==> src/rtl/gp_pkg.sv <==
// gp_pkg: shared state encoding, block/key widths and watchdog default for the grasspopper arbiter
package gp_pkg;
  typedef enum logic [2:0] {ST_IDLE, ST_ISSUE, ST_ARM, ST_RUN, ST_RESP} gp_state_t;
  localparam int GP_BLOCK_W = 128;
  localparam int GP_KEY_W = 256;
  localparam int GP_TIMEOUT = 64;
endpackage

==> src/rtl/gp_rr_pick.sv <==
// gp_rr_pick: combinational round-robin selector, first set request at or after rr_ptr
module gp_rr_pick
  import gp_pkg::*;
#(
  parameter int NREQ = 2,
  parameter int PW = $clog2(NREQ)
) (
  input  logic [NREQ-1:0] req,
  input  logic [PW-1:0]   rr_ptr,
  output logic            any,
  output logic [PW-1:0]   grant
);
  logic [PW-1:0] idx;
  // scan from the farthest candidate back so the nearest one to rr_ptr wins
  always_comb begin
    grant = '0;
    idx = '0;
    for (int i = NREQ - 1; i >= 0; i--) begin
      idx = PW'((int'(rr_ptr) + i) % NREQ);
      if (req[idx]) grant = idx;
    end
  end
  assign any = |req;
endmodule

==> src/rtl/gp_arbiter.sv <==
// gp_arbiter: round-robin sharing of one iterative grasspopper core between NREQ requesters
module gp_arbiter
  import gp_pkg::*;
#(
  parameter int DATA_W = GP_BLOCK_W,
  parameter int NREQ = 2,
  parameter int TIMEOUT = GP_TIMEOUT
) (
  input  logic                   clk,
  input  logic                   reset,
  input  logic [NREQ-1:0]        req_valid,
  output logic [NREQ-1:0]        req_ready,
  input  logic [NREQ*DATA_W-1:0] req_data,
  output logic [NREQ-1:0]        resp_valid,
  input  logic [NREQ-1:0]        resp_ready,
  output logic [DATA_W-1:0]      resp_data,
  output logic                   resp_err,
  output logic                   core_start,
  output logic [DATA_W-1:0]      core_data_o,
  input  logic [DATA_W-1:0]      core_data_i,
  input  logic                   core_busy,
  output logic                   busy
);
  localparam int PW = $clog2(NREQ);
  localparam int WW = $clog2(TIMEOUT + 1);
  gp_state_t state, nxt;
  logic [PW-1:0] rr_ptr, grant, pick;
  logic pick_any, wdog_exp;
  logic [WW-1:0] wdog;
  gp_rr_pick #(.NREQ(NREQ), .PW(PW)) u_pick (
    .req(req_valid),
    .rr_ptr(rr_ptr),
    .any(pick_any),
    .grant(pick)
  );
  assign wdog_exp = wdog == WW'(TIMEOUT - 1);
  always_ff @(posedge clk or negedge reset) begin
    if (!reset) state <= ST_IDLE;
    else state <= nxt;
  end
  always_comb begin
    nxt = state;
    unique case (state)
      ST_IDLE:  nxt = pick_any ? ST_ISSUE : ST_IDLE;
      ST_ISSUE: nxt = ST_ARM;
      ST_ARM:   nxt = ST_RUN;
      ST_RUN:   nxt = (!core_busy || wdog_exp) ? ST_RESP : ST_RUN;
      ST_RESP:  nxt = resp_ready[grant] ? ST_IDLE : ST_RESP;
      default:  nxt = ST_IDLE;
    endcase
  end
  // req_ready is gated by reset so an asserted reset silences the bus at once
  always_comb begin
    req_ready = (reset && state == ST_IDLE && pick_any) ? NREQ'(1) << pick : '0;
    resp_valid = (state == ST_RESP) ? NREQ'(1) << grant : '0;
    core_start = state == ST_ISSUE;
    busy = state != ST_IDLE;
  end
  always_ff @(posedge clk or negedge reset) begin
    if (!reset) begin
      rr_ptr <= '0;
      grant <= '0;
      wdog <= '0;
      core_data_o <= '0;
      resp_data <= '0;
      resp_err <= 1'b0;
    end else begin
      if (state == ST_IDLE && pick_any) begin
        grant <= pick;
        core_data_o <= req_data[pick*DATA_W +: DATA_W];
      end
      if (state == ST_ARM) wdog <= '0;
      if (state == ST_RUN) begin
        if (!core_busy) begin
          resp_data <= core_data_i;
          resp_err <= 1'b0;
        end else if (wdog_exp) begin
          resp_data <= '0;
          resp_err <= 1'b1;
        end else wdog <= wdog + 1'b1;
      end
      if (state == ST_RESP && resp_ready[grant])
        rr_ptr <= (grant == PW'(NREQ - 1)) ? '0 : grant + 1'b1;
    end
  end
endmodule

==> config.mk <==
export PLATFORM = sky130hd
export DESIGN_NAME = gp_arbiter
export DESIGN_NICKNAME = d
export VERILOG_FILES = /design/src/rtl/gp_pkg.sv /design/src/rtl/gp_rr_pick.sv /design/src/rtl/gp_arbiter.sv
export SDC_FILE = /design/constraint.sdc
export NUM_CORES = 1
export LEC_CHECK = 0
export CORE_AREA = 3 3 255 257
export DETAILED_ROUTE_END_ITERATION = 12
export DIE_AREA = 0 0 258 260
export GPL_TIMING_DRIVEN = 0
export SYNTH_ARGS = -nofsm -noshare
export SYNTH_HDL_FRONTEND = slang
export SYNTH_SLANG_ARGS = --single-unit
export TNS_END_PERCENT = 10
==> constraint.sdc <==
create_clock -name clk -period 2.15 [get_ports clk]
set_clock_uncertainty 0.2 [all_clocks]
set_input_delay 0.5375 -clock clk [delete_from_list [all_inputs] [get_ports clk]]
set_output_delay 0.5375 -clock clk [all_outputs]
set_load 0.05 [all_outputs]
==> results.md, run 1 <==
- The final layout contains ~2000 nets.
- The clock transition at the registers of the reported paths is around 0.06 ns.
- Counting the fill cells in the layout gives 6320.
- The number of H-tree branching levels is 1.
- Detailed routing inserted a total of between 10000 and 15000 vias.
- The number of antenna violations at the first check in global routing came to 0.
- The HPWL after detailed placement is between 30000 and 40000 um.
- The setup-violating endpoint count in the final report is 6.
- STA classifies the critical path endpoint as an output pin.
- Once routing completed, OpenROAD measured the worst setup slack at -0.512 ns.
- The highest fanout seen on the critical path is 3.
- In the final routed layout, each cell accounts on average for between 20 and 25 um.
- The signal on the critical path passes through nor3_4 -> o21ai_4 -> buf_12 -> clkbuf_16 -> nor2_4 -> buf_8.
- On the final layout, the worst hold slack is -0.350 ns.
- During synthesis, Yosys emitted a total of 0 warnings.
- The simple-gate portion of the synthesized area is 0.0585.
- In the post-synthesis netlist, the biggest area contributors are sky130_fd_sc_hd__dfrtp_1, sky130_fd_sc_hd__mux2i_1, sky130_fd_sc_hd__a22o_1.
- The number of enable-type register cells in the synthesized netlist is 0.
- Counting distinct cell types in the post-synthesis netlist gives 34.
- The routability-driven placement congestion ratio is approximately 0.86.
- The height of the die is approximately 260 um.
- Once layout is done, the placed cells without fillers occupy 20600 um2.
- The share of the core filled with cells in the final layout is 0.328.
- The post-synthesis cell type with the largest combined area is sky130_fd_sc_hd__dfrtp_1.
- The checks that failed: negative hold slack, negative setup slack.
- The DRC marker count from the first detailed-route iteration is about 420.
- The area of the die is 67100 um2.
- Of the post-synthesis cell area, the dominant cell type holds 0.610.
- The total power density per cell area is 1590 nW/um2.
- The area growth from synthesis to layout is 87.1%.
- Across the run, the number of max-cap violations was 0.
- TritonCTS created 31 clock buffers.
- Leaving out fill and tap cells, the most frequent cells in the layout are sky130_fd_sc_hd__clkdlybuf4s50_1, sky130_fd_sc_hd__dfrtp_1, sky130_fd_sc_hd__clkdlybuf4s15_2.
- The flow ran to the end, but the final reports show violations.
- The number of input and output port buffers inserted is 653.
- The largest family of logic cells by synthesized area is compound AO/OA/AOI/OAI gates.
- Of the total synthesized cell area, the portion taken by XOR and XNOR cells is 0.00159.
- The row count is just over 90.
- On the worst path, the slowest cell contributes a delay of ~0.44 ns.
- The hold violation count in the final report is 84.
- Synthesis produced a netlist with a net count of between 1000 and 1500.
- At the pin with the least slew margin, the transition time is around 0.71 ns.
- The share of cell area taken by muxes after synthesis is 0.117.
- Entering global routing, the biggest net connects 105 pins.
- The initial standard-cell utilization of the core is 0.175.
- The prevailing post-synth register cell is sky130_fd_sc_hd__dfrtp_1.
- The static leakage is 8.99 nW.
- The total wire length is between 40000 and 50000 um.
- The slowest stage cell on the critical path is sky130_fd_sc_hd__dfrtp_2.
- The relative slew slack is 0.523.
- The synthesized instance count is between 900 and 1000.
- The synthesized-area fraction occupied by ao, oa, aoi and oai cells came to 0.172.
- The placed instances occupy a cell area of between 15000 and 20000 um2.
- The clock insertion delay at the later pin of the skew report is 0.58 ns.
- The cell area that synthesis handed to floorplanning was approximately 11000 um2.
- The number of pins with negative max-slew slack in the final report is 0.
- The first TritonRoute pass finished after 5 iterations.
- The minimum period implied by the final worst setup slack is 2.66 ns.
- In this run the count of I/O pins placed on the die edge is ~650.
- At the worst endpoint, the arrival time is 1.92 ns.
- For this run, the total global-route usage over all layers was measured as 0.139.
- The clock root buffer is sky130_fd_sc_hd__clkbuf_16.
- Of the total synthesized cell area, the portion taken by full adders, half adders and majority gates is 0.00113.
- The worst setup path is launched from a flop.
- The class of the most critical setup path is reg -> out.
- The clock passes through at most 3 buffers.
- Dividing the detail-routed via count by the number of cells gives 4.10.
- Setup repair after global routing could not meet its margin everywhere.
- The TritonCTS sink count is between 200 and 300.
- The portion of the clock cycle consumed by the worst path in the final layout is 1.24.
- In the final layout, the share of cells above drive strength 1 is 0.257.
- Overall power consumption after layout is estimated at roughly 33 mW.
- The wire length of the first global-routing pass is just over 70000 um.
- The peak supply drop is ~0.77 mV.
- Counting flops with an async set or reset pin after synthesis yields a share of 1.00.
- Of the synthesized area, sequential elements account for 0.610.
- TritonCTS built the clock tree.
- The highest clock frequency the design can meet is 376 MHz.
- After global routing the overflow that remains totals 0.
- Dividing the synthesized area by the synthesized cell count gives 12.1 um2.
- After synthesis the netlist holds a flip-flop and latch count of around 270.
- The class of the worst hold path is in -> async.
- After detailed routing, the number of remaining DRC violations is 0.
- The number of global-route vias before repair is roughly 11000.
- From left edge to right edge, the die measures about 260 um.
- The library cell used most frequently in the layout, excluding fill and tap cells, is sky130_fd_sc_hd__clkdlybuf4s50_1.
- The region available for standard cell placement spans ~63000 um2.
- Once detail routing completed, the nets flagged for antenna violations numbered 0.
- At the worst endpoint, the required time is between 1 and 1.5 ns.
[per-stage QoR]
step / setup TNS [ns] / cells / hold slack (ns) / setup WS [ns]
after global routing: -3.25 / 2486 / -0.363 / -0.600
after CTS: -2.00 / 2475 / -0.374 / -0.622
after floorplan: -0.305 / 909 / 0.0419 / -0.180
after detailed placement: -166.63 / 2410 / 0.270 / -2.07
after global placement: -3262.75 / 2408 / 0.261 / -11.53
final: -1.74 / 2487 / -0.350 / -0.512
[routing by layer]
layer	track usage	up-vias	wire length, um
met5	0	-	0
met4	0.0474	0	1590
met3	0.0459	71	4410
met2	0.249	476	25300
met1	0.156	4942	18700
li1	-	4706	-
[state kept, by name (all words and copies together), names as in the netlist]
name,cells
state,3
resp_err,1
core_data_o,128
rr_ptr,1
grant,1
resp_data,128
wdog,7
[cells in the mapped netlist, types with 2 or more instances]
library cell	number
sky130_fd_sc_hd__a21oi_1	2
sky130_fd_sc_hd__a22o_1	128
sky130_fd_sc_hd__and3_1	4
sky130_fd_sc_hd__buf_2	32
sky130_fd_sc_hd__buf_4	9
sky130_fd_sc_hd__buf_6	12
sky130_fd_sc_hd__clkbuf_1	17
sky130_fd_sc_hd__dfrtp_1	269
sky130_fd_sc_hd__inv_1	4
sky130_fd_sc_hd__mux2i_1	128
sky130_fd_sc_hd__nand2_1	137
sky130_fd_sc_hd__nand3_1	2
sky130_fd_sc_hd__nor2_1	5
sky130_fd_sc_hd__nor3_1	6
sky130_fd_sc_hd__o21ai_0	133
sky130_fd_sc_hd__o2bb2ai_1	2
sky130_fd_sc_hd__o311a_1	2
[path summary, 6_finish.rpt]
path / start / end / slack, ns / depth (start not counted)
worst max-delay path: state[2] / req_ready[0] / -0.51 / 6
worst min-delay path: reset / resp_data[100] / -0.35 / 1
worst max register to register: wdog[0] / resp_data[70] / 0.03 / 7
worst min register to register: core_data_o[34] / core_data_o[34] / 0.28 / 2
max in group asynchronous: reset / state[0] / 1.18 / 2
min in group clk: core_data_o[34] / core_data_o[34] / 0.28 / 2
[report_power, final]
group	total, mW	internal, mW	switching (mW)
sequential	8.74	7.39	1.35
combinational	18.4	6.03	12.4
clock	5.75	3.52	2.23
[timing repair]
action,in CTS,in global routing
endpoints found under the hold margin,58,58
resized for setup,881,57
setup endpoints to repair,506,172
buffers inserted,8,8
gates cloned,1,3
pin swaps,5,30
[layout make-up]
cell class	instances	area, um2	area share
tap	846	1060	0.0513
clock buffer	41	863	0.0418
buffer	70	614	0.0298
timing repair buffer	675	7120	0.345
clock inverter	15	234	0.0113
sequential	269	6740	0.326
inverter	4	17.5	0.000848
multi-input combinational	566	4010	0.194
antenna	1	2.50	0.000121
[kinds of logic after synthesis]
family,Yosys count
muxes,129
adders and majority gates,1
xor gates and xnor gates,2
AOI/OAI and AO/OA,274
and+or+nand+nor,160
DFF,269
buffers and inverters,74
[worst max-delay path, delay by kind of cell (launching register included)]
kind            cells  cell delay (ns)
buf+inv             3             0.44
flops               1             0.44
simple gates        2             0.31
compound gates      1             0.13
No activity file was read; power rests on OpenSTA's default activity.
==> run 2: changes to the inputs <==
--- a/config.mk
+++ b/config.mk
@@ -5,9 +5,9 @@
 export SDC_FILE = /design/constraint.sdc
 export NUM_CORES = 1
 export LEC_CHECK = 0
-export CORE_AREA = 3 3 255 257
+export CORE_AREA = 3 3 253 255
 export DETAILED_ROUTE_END_ITERATION = 12
-export DIE_AREA = 0 0 258 260
+export DIE_AREA = 0 0 256 258
 export GPL_TIMING_DRIVEN = 0
 export SYNTH_ARGS = -nofsm -noshare
 export SYNTH_HDL_FRONTEND = slang
==> constraint.sdc (replaced) <==
create_clock -name clk -period 3.2 [get_ports clk]
set_clock_uncertainty 0.2 [all_clocks]
set_input_delay 0.8 -clock clk [delete_from_list [all_inputs] [get_ports clk]]
set_output_delay 0.8 -clock clk [all_outputs]
set_load 0.05 [all_outputs]
==> run 2 against run 1 <==
Net effect: the run now ends clean; cell area down 3.9%; sequential share of layout area up 1.3 points; final cell count decreased by 1.1%; critical path depth up 1; register-to-register slack improved by 0.70 ns; first-iteration DRC count rose by 5.7%; clock power fell by 37%; critical endpoint unchanged.
==> results.md, run 2 (synthesis gave the netlist of run 1 again) <==
- The class of the worst hold path is in -> async (unchanged).
- The type of destination of the critical path is an output pin (unchanged).
- The setup-violating endpoint count in the final report is 0 (was 6).
- The number of buffers and inverters on the critical path is 4 (was 3).
- The slowest stage cell on the critical path is sky130_fd_sc_hd__clkdlybuf4s50_1 (was sky130_fd_sc_hd__dfrtp_2).
- The count of boundary I/O pins is 654 (unchanged).
- The global route total overflow came to 0 (unchanged).
- The worst endpoint required time is 2.20 ns (was 1.41 ns).
- The residual DRC count is 0 (unchanged).
- The highest clock frequency the design can meet is approximately 320 MHz.
- The number of placed cells counting well taps is 2401 (was 2410).
- The die width is 256 um (was 258 um).
- The routed wirelength normalized by instance count is 20.0 um (was 20.1 um).
- The total negative slack for setup checks is 0 ns (was -1.74 ns).
- The number of pins with negative max-slew slack in the final report is 0 (unchanged).
- The worst-case setup slack after placement is -1.58 ns (was -2.07 ns).
- The total placed instance area is 18700 um2 (about the same).
- The hold slack is 0.0263 ns (was -0.350 ns).
- The maximum buffer depth of the clock tree is 3 (unchanged).
- The ratio of routed vias to standard cells is 4.13 (was 4.10).
- The number of global-route vias before repair came to 10798 (was 10923).
- The number of input and output port buffers inserted was 653 (unchanged).
- The commonest non-fill, non-tap cell in the layout is sky130_fd_sc_hd__clkdlybuf4s50_1 (unchanged).
- The static leakage is 8.62 nW (was 8.99 nW).
- The highest fanout seen on the critical path is 5 (was 3).
- The area growth from synthesis to layout is 79.8% (was 87.1%).
- The clock tree from TritonCTS is done (unchanged).
- The total power draw is 22.0 mW (was 32.9 mW).
- The initial standard-cell utilization of the core is 0.178 (was 0.175).
- The slew of the pin with the lowest slew margin is 1.09 ns (was 0.715 ns).
- The worst setup margin came to 0.0719 ns (was -0.512 ns).
- The remaining antenna violation count after routing is 0 (unchanged).
- The routability-driven placement congestion ratio is 0.860 (was 0.857).
- The row count is 91 (was 92).
- The hold violation count in the final report is 0 (was 84).
- The peak supply drop was 0.410 mV (was 0.773 mV).
- The total via count in the routed design came to 10154 (was 10195).
- The TritonCTS sink count is 269 (unchanged).
- Unrepaired setup endpoints after global routing: no (was yes).
- The cell class contributing the biggest share of worst-path delay is buffers and inverters (unchanged).
- The number of H-tree branching levels is 1 (unchanged).
- The net count reported at finish is 1993 (was 2009).
- The number of antenna violations at the first check in global routing came to 3 (was 0).
- The area of the die is 66000 um2 (was 67100 um2).
- The share of layout cells above drive strength 1 is 0.0734 (was 0.257).
- The wire length of the first global-routing pass came to 71700 um (was 70900 um).
- Registers with the most flip-flops: core_data_o (128), resp_data (128), wdog (7) (unchanged).
- The share of the core filled with cells in the final layout is 0.321 (was 0.328).
- The minimum period implied by the final worst setup slack is 3.13 ns.
- The class of the most critical setup path is in -> out (was reg -> out).
- The relative slew slack is 0.275 (was 0.523).
- Commonest cells after routing, fill and taps aside: sky130_fd_sc_hd__clkdlybuf4s50_1, sky130_fd_sc_hd__dfrtp_1, sky130_fd_sc_hd__nand2_1 (was sky130_fd_sc_hd__clkdlybuf4s50_1, sky130_fd_sc_hd__dfrtp_1, sky130_fd_sc_hd__clkdlybuf4s15_2).
- The post-route cell area is 19800 um2 (was 20600 um2).
- The data arrival at the endpoint of the critical path came to 2.13 ns (was 1.92 ns).
- The DRC marker count from the first detailed-route iteration is 447 (was 423).
- The count of fill cells added during filler insertion was 6284 (was 6320).
- Series of cell instances along the critical path: clkdlybuf4s50_1 -> inv_1 -> o21ai_4 -> buf_12 -> nand2_1 -> nor2_1 -> buf_4 (was nor3_4 -> o21ai_4 -> buf_12 -> clkbuf_16 -> nor2_4 -> buf_8).
- The height of the die is 258 um (was 260 um).
- Status: complete, no violations (was complete, but fails checks).
- The total power density per cell area came to 1110 nW/um2 (was 1590 nW/um2).
- The max capacitance violation total was 0 (unchanged).
- The clock insertion delay at the later pin of the skew report is 0.58 ns (about the same).
- The portion of the clock cycle consumed by the worst path in the final layout is 0.978.
- The number of standard cells in the final layout excluding fillers was 2460 (was 2487).
- The clock buffer count from CTS came to 31 (unchanged).
- The half-perimeter wire length after placement is 39000 um (was 38500 um).
- The clock transition at the registers of the reported paths was 0.06 ns (about the same).
- The area of the placeable core came to 61800 um2 (was 63000 um2).
- The delay contributed by the slowest stage of the critical path came to 0.52 ns (was 0.44 ns).
- The overall routing resource usage is 0.142 (was 0.139).
- The number of detailed-route iterations in the first pass is 4 (was 5).
- The largest net degree at the start of global routing was 114 (was 105).
- The critical path launch point type is an input port (was flop).
- The clock root buffer is sky130_fd_sc_hd__clkbuf_16 (unchanged).
- The total wire length is 49300 um (was 50000 um).
## run 2: area by class of cell
cell class	count	area [um2]	area share
Clock buffer	42	857	0.0432
Clock inverter	12	164	0.00826
Sequential cell	269	6730	0.339
Buffer	67	425	0.0214
Inverter	4	15.0	0.000757
Multi-Input combinational cell	566	3900	0.196
Tap cell	837	1050	0.0528
Timing Repair Buffer	662	6700	0.338
Antenna cell	1	2.50	0.000126
## run 2: timing repair
action                                 in CTS  in global routing
pin swaps                                   2                  1
setup buffers                               2                  3
cloned                                      1                  0
resized for setup                          20                  6
endpoints found under the hold margin      41                 41
setup endpoints to repair                   5                  3
## run 2: report_power, final
| part | switching, mW | total [mW] | internal [mW] |
|---|---|---|---|
| registers | 0.928 | 5.89 | 4.97 |
| clock network | 1.43 | 3.61 | 2.18 |
| logic | 8.21 | 12.4 | 4.24 |
| total | 10.6 | 22.0 | 11.4 |
## run 2: worst paths after layout
path,from,endpoint,slack [ns],cells after the start
setup / recovery,req_valid[0],req_ready[0],0.07,7
hold / removal,reset,resp_data[6],0.03,2
setup reg to reg,state[1],core_data_o[36],0.73,6
hold reg to reg,core_data_o[74],core_data_o[74],0.28,2
max in group asynchronous,reset,core_data_o[8],2.17,2
min in group clk,core_data_o[74],core_data_o[74],0.28,2
## run 2: metal layers
metal	up-vias	global-route usage	wire, um
met3	64	0.0474	4270
met2	490	0.260	25100
met5	-	0	0
met4	0	0.0364	1480
li1	4653	-	-
met1	4947	0.157	18400
## run 2: worst reg2reg max path, cell delays in order (launching register included)
cell	delay, ns
sky130_fd_sc_hd__dfrtp_1	0.45
sky130_fd_sc_hd__nor3_4	0.08
sky130_fd_sc_hd__o21ai_4	0.07
sky130_fd_sc_hd__buf_12	0.19
sky130_fd_sc_hd__buf_4	0.23
sky130_fd_sc_hd__clkbuf_1	0.83
sky130_fd_sc_hd__o21ai_0	0.24
==> run 3: changes to the inputs <==
--- a/config.mk
+++ b/config.mk
@@ -9,6 +9,7 @@
 export DETAILED_ROUTE_END_ITERATION = 12
 export DIE_AREA = 0 0 256 258
 export GPL_TIMING_DRIVEN = 0
+export HOLD_SLACK_MARGIN = 0.12
 export SYNTH_ARGS = -nofsm -noshare
 export SYNTH_HDL_FRONTEND = slang
 export SYNTH_SLANG_ARGS = --single-unit
==> run 3 against run 2 <==
Net effect: non-clock buffer count increased by 4; routed wire length grew 0.57%; die area unchanged; sequential cell count is the same; sequential share of layout area is 0.13 points lower; cell area rose by 0.38%; critical endpoint unchanged; largest power group unchanged; highest routed layer unchanged.
==> results.md, run 3 (synthesis gave the netlist of run 1 again) <==
- The area of the die is 66000 um2 (unchanged).
- The clock root buffer was sky130_fd_sc_hd__clkbuf_16 (unchanged).
- The sequential share of power is 0.269 (was 0.268).
- The maximum buffer depth of the clock tree was 3 (unchanged).
- The count of fill cells added during filler insertion is 6279 (was 6284).
- The die width is 256 um (unchanged).
- The worst endpoint required time was 2.20 ns (about the same).
- The residual DRC count is 0 (unchanged).
- The routed wirelength normalized by instance count came to 20.1 um (was 20.0 um).
- The commonest non-fill, non-tap cell in the layout is sky130_fd_sc_hd__clkdlybuf4s50_1 (unchanged).
- The number of detailed-route iterations in the first pass is 7 (was 4).
- The ratio of routed vias to standard cells came to 4.14 (was 4.13).
- The net switching power figure is 10.6 mW (about the same).
- The clock transition at the registers of the reported paths came to 0.06 ns (about the same).
- Registers with the most flip-flops: core_data_o (128), resp_data (128), wdog (7) (unchanged).
- The wire length of the first global-routing pass came to 71700 um (unchanged).
- The count of boundary I/O pins is 654 (unchanged).
- The half-perimeter wire length after placement came to 39000 um (unchanged).
- The number of H-tree branching levels is 1 (unchanged).
- The routability-driven placement congestion ratio was 0.860 (unchanged).
- The total negative slack for setup checks is 0 ns (unchanged).
- The highest clock frequency the design can meet is 321 MHz (was 320 MHz).
- Series of cell instances along the critical path: clkdlybuf4s50_1 -> inv_1 -> o21ai_4 -> buf_12 -> nand2_1 -> nor2_1 -> buf_4 (unchanged).
- The overall routing resource usage is 0.142 (unchanged).
- The height of the die is 258 um (unchanged).
- The share of layout cells above drive strength 1 is 0.0744 (was 0.0734).
- The number of input and output port buffers inserted is 653 (unchanged).
- The area growth from synthesis to layout is 80.5% (was 79.8%).
- The initial standard-cell utilization of the core is 0.178 (unchanged).
- Commonest cells after routing, fill and taps aside: sky130_fd_sc_hd__clkdlybuf4s50_1, sky130_fd_sc_hd__dfrtp_1, sky130_fd_sc_hd__nand2_1 (unchanged).
- The number of standard cells in the final layout excluding fillers is 2464 (was 2460).
- The total placed instance area came to 18700 um2 (unchanged).
- The fraction of power spent switching nets is 0.481 (about the same).
- The remaining antenna violation count after routing is 0 (unchanged).
- Status: complete, no violations (unchanged).
- The clock buffer count from CTS is 31 (unchanged).
- The clock tree from TritonCTS was done (unchanged).
- The share of the core filled with cells in the final layout is 0.322 (was 0.321).
- The total via count in the routed design is 10195 (was 10154).
- The TritonCTS sink count came to 269 (unchanged).
- The internal power component is 11.4 mW (about the same).
- The total power density per cell area was 1100 nW/um2 (was 1110 nW/um2).
- The number of buffers and inverters on the critical path is 4 (unchanged).
- The DRC marker count from the first detailed-route iteration is 443 (was 447).
- The number of global-route vias before repair is 10798 (unchanged).
- The minimum period implied by the final worst setup slack is 3.11 ns (was 3.13 ns).
- The combinational fraction of design power is 0.567 (about the same).
- The net count reported at finish is 1997 (was 1993).
- The critical path launch point type is an input port (unchanged).
- The share of total power in the clock network is 0.164 (about the same).
- The type of destination of the critical path was an output pin (unchanged).
- The clock insertion delay at the later pin of the skew report came to 0.58 ns (about the same).
- The data arrival at the endpoint of the critical path is 2.11 ns (was 2.13 ns).
- The largest net degree at the start of global routing is 114 (unchanged).
- The portion of the clock cycle consumed by the worst path in the final layout is 0.972 (was 0.978).
- The highest fanout seen on the critical path was 5 (unchanged).
- The cell class contributing the biggest share of worst-path delay is buffers and inverters (unchanged).
- The setup-violating endpoint count in the final report came to 0 (unchanged).
- The area of the placeable core was 61800 um2 (unchanged).
- The delay contributed by the slowest stage of the critical path is 0.52 ns (about the same).
- The hold slack is 0.178 ns (was 0.0263 ns).
- The global route total overflow is 0 (unchanged).
- The row count is 91 (unchanged).
- The slowest stage cell on the critical path is sky130_fd_sc_hd__clkdlybuf4s50_1 (unchanged).
- The total power draw is 22.0 mW (about the same).
- The max capacitance violation total is 0 (unchanged).
- The slew of the pin with the lowest slew margin is 1.03 ns (was 1.09 ns).
- The number of antenna violations at the first check in global routing is 3 (unchanged).
- The class of the worst hold path is in -> async (unchanged).
- The worst setup margin is 0.0896 ns (was 0.0719 ns).
- The relative slew slack was 0.315 (was 0.275).
- The peak supply drop is 0.410 mV (about the same).
- The class of the most critical setup path is in -> out (unchanged).
- The number of placed cells counting well taps is 2401 (unchanged).
- The number of pins with negative max-slew slack in the final report is 0 (unchanged).
- Unrepaired setup endpoints after global routing: no (unchanged).
- The hold violation count in the final report is 0 (unchanged).
- The post-route cell area is 19900 um2 (was 19800 um2).
- The total wire length is 49600 um (was 49300 um).
- The worst-case setup slack after placement is -1.58 ns (unchanged).
- The static leakage is 8.65 nW (was 8.62 nW).
run 3: cell type report:
cell class | instances | area (um2) | share of cell area
antenna | 1 | 2.50 | 0.000126
buffer | 67 | 425 | 0.0214
clock buffer | 42 | 857 | 0.0430
clock inverter | 12 | 164 | 0.00823
inverter | 4 | 15.0 | 0.000754
multi-input combinational | 566 | 3900 | 0.196
sequential | 269 | 6730 | 0.338
tap | 837 | 1050 | 0.0526
timing repair buffer | 666 | 6780 | 0.340
run 3: repair_timing:
action / in CTS / in global routing
endpoints found under the setup margin: 5 / 3
endpoints found under the hold margin: 41 / 41
pin swaps: 2 / 1
buffers inserted: 2 / 3
gates cloned: 1 / 0
resized for setup: 20 / 6
run 3: power groups by stage:
stage / combinational (mW) / sequential, mW / clock, mW
4_1_cts: 12.6 / 5.90 / 3.73
2_1_floorplan: 2.39 / 11.0 / 0
6_report: 12.5 / 5.90 / 3.61
5_1_grt: 13.1 / 6.09 / 3.86
3_3_place_gp: 12.5 / 5.87 / 0
3_5_place_dp: 12.5 / 5.92 / 0
run 3: layer usage:
layer,vias to the layer above,wire [um],track usage
met3,74,4420,0.0474
met1,4965,18400,0.157
met4,0,1630,0.0364
met5,-,0,0
met2,495,25100,0.260
li1,4661,-,-
run 3: worst paths after layout:
check	startpoint	end	slack, ns	depth (start not counted)
setup / recovery	req_valid[0]	req_ready[0]	0.09	7
hold / removal	reset	resp_data[64]	0.18	3
setup reg to reg	state[1]	core_data_o[36]	0.78	6
hold reg to reg	core_data_o[74]	core_data_o[74]	0.28	2
max in group asynchronous	reset	core_data_o[8]	1.45	3
min in group clk	core_data_o[74]	core_data_o[74]	0.28	2
run 3: tightest hold or removal path, cell delays in order:
cell                     delay (ns)
sky130_fd_sc_hd__buf_12        0.11
sky130_fd_sc_hd__buf_16        0.14
sky130_fd_sc_hd__buf_16        0.25
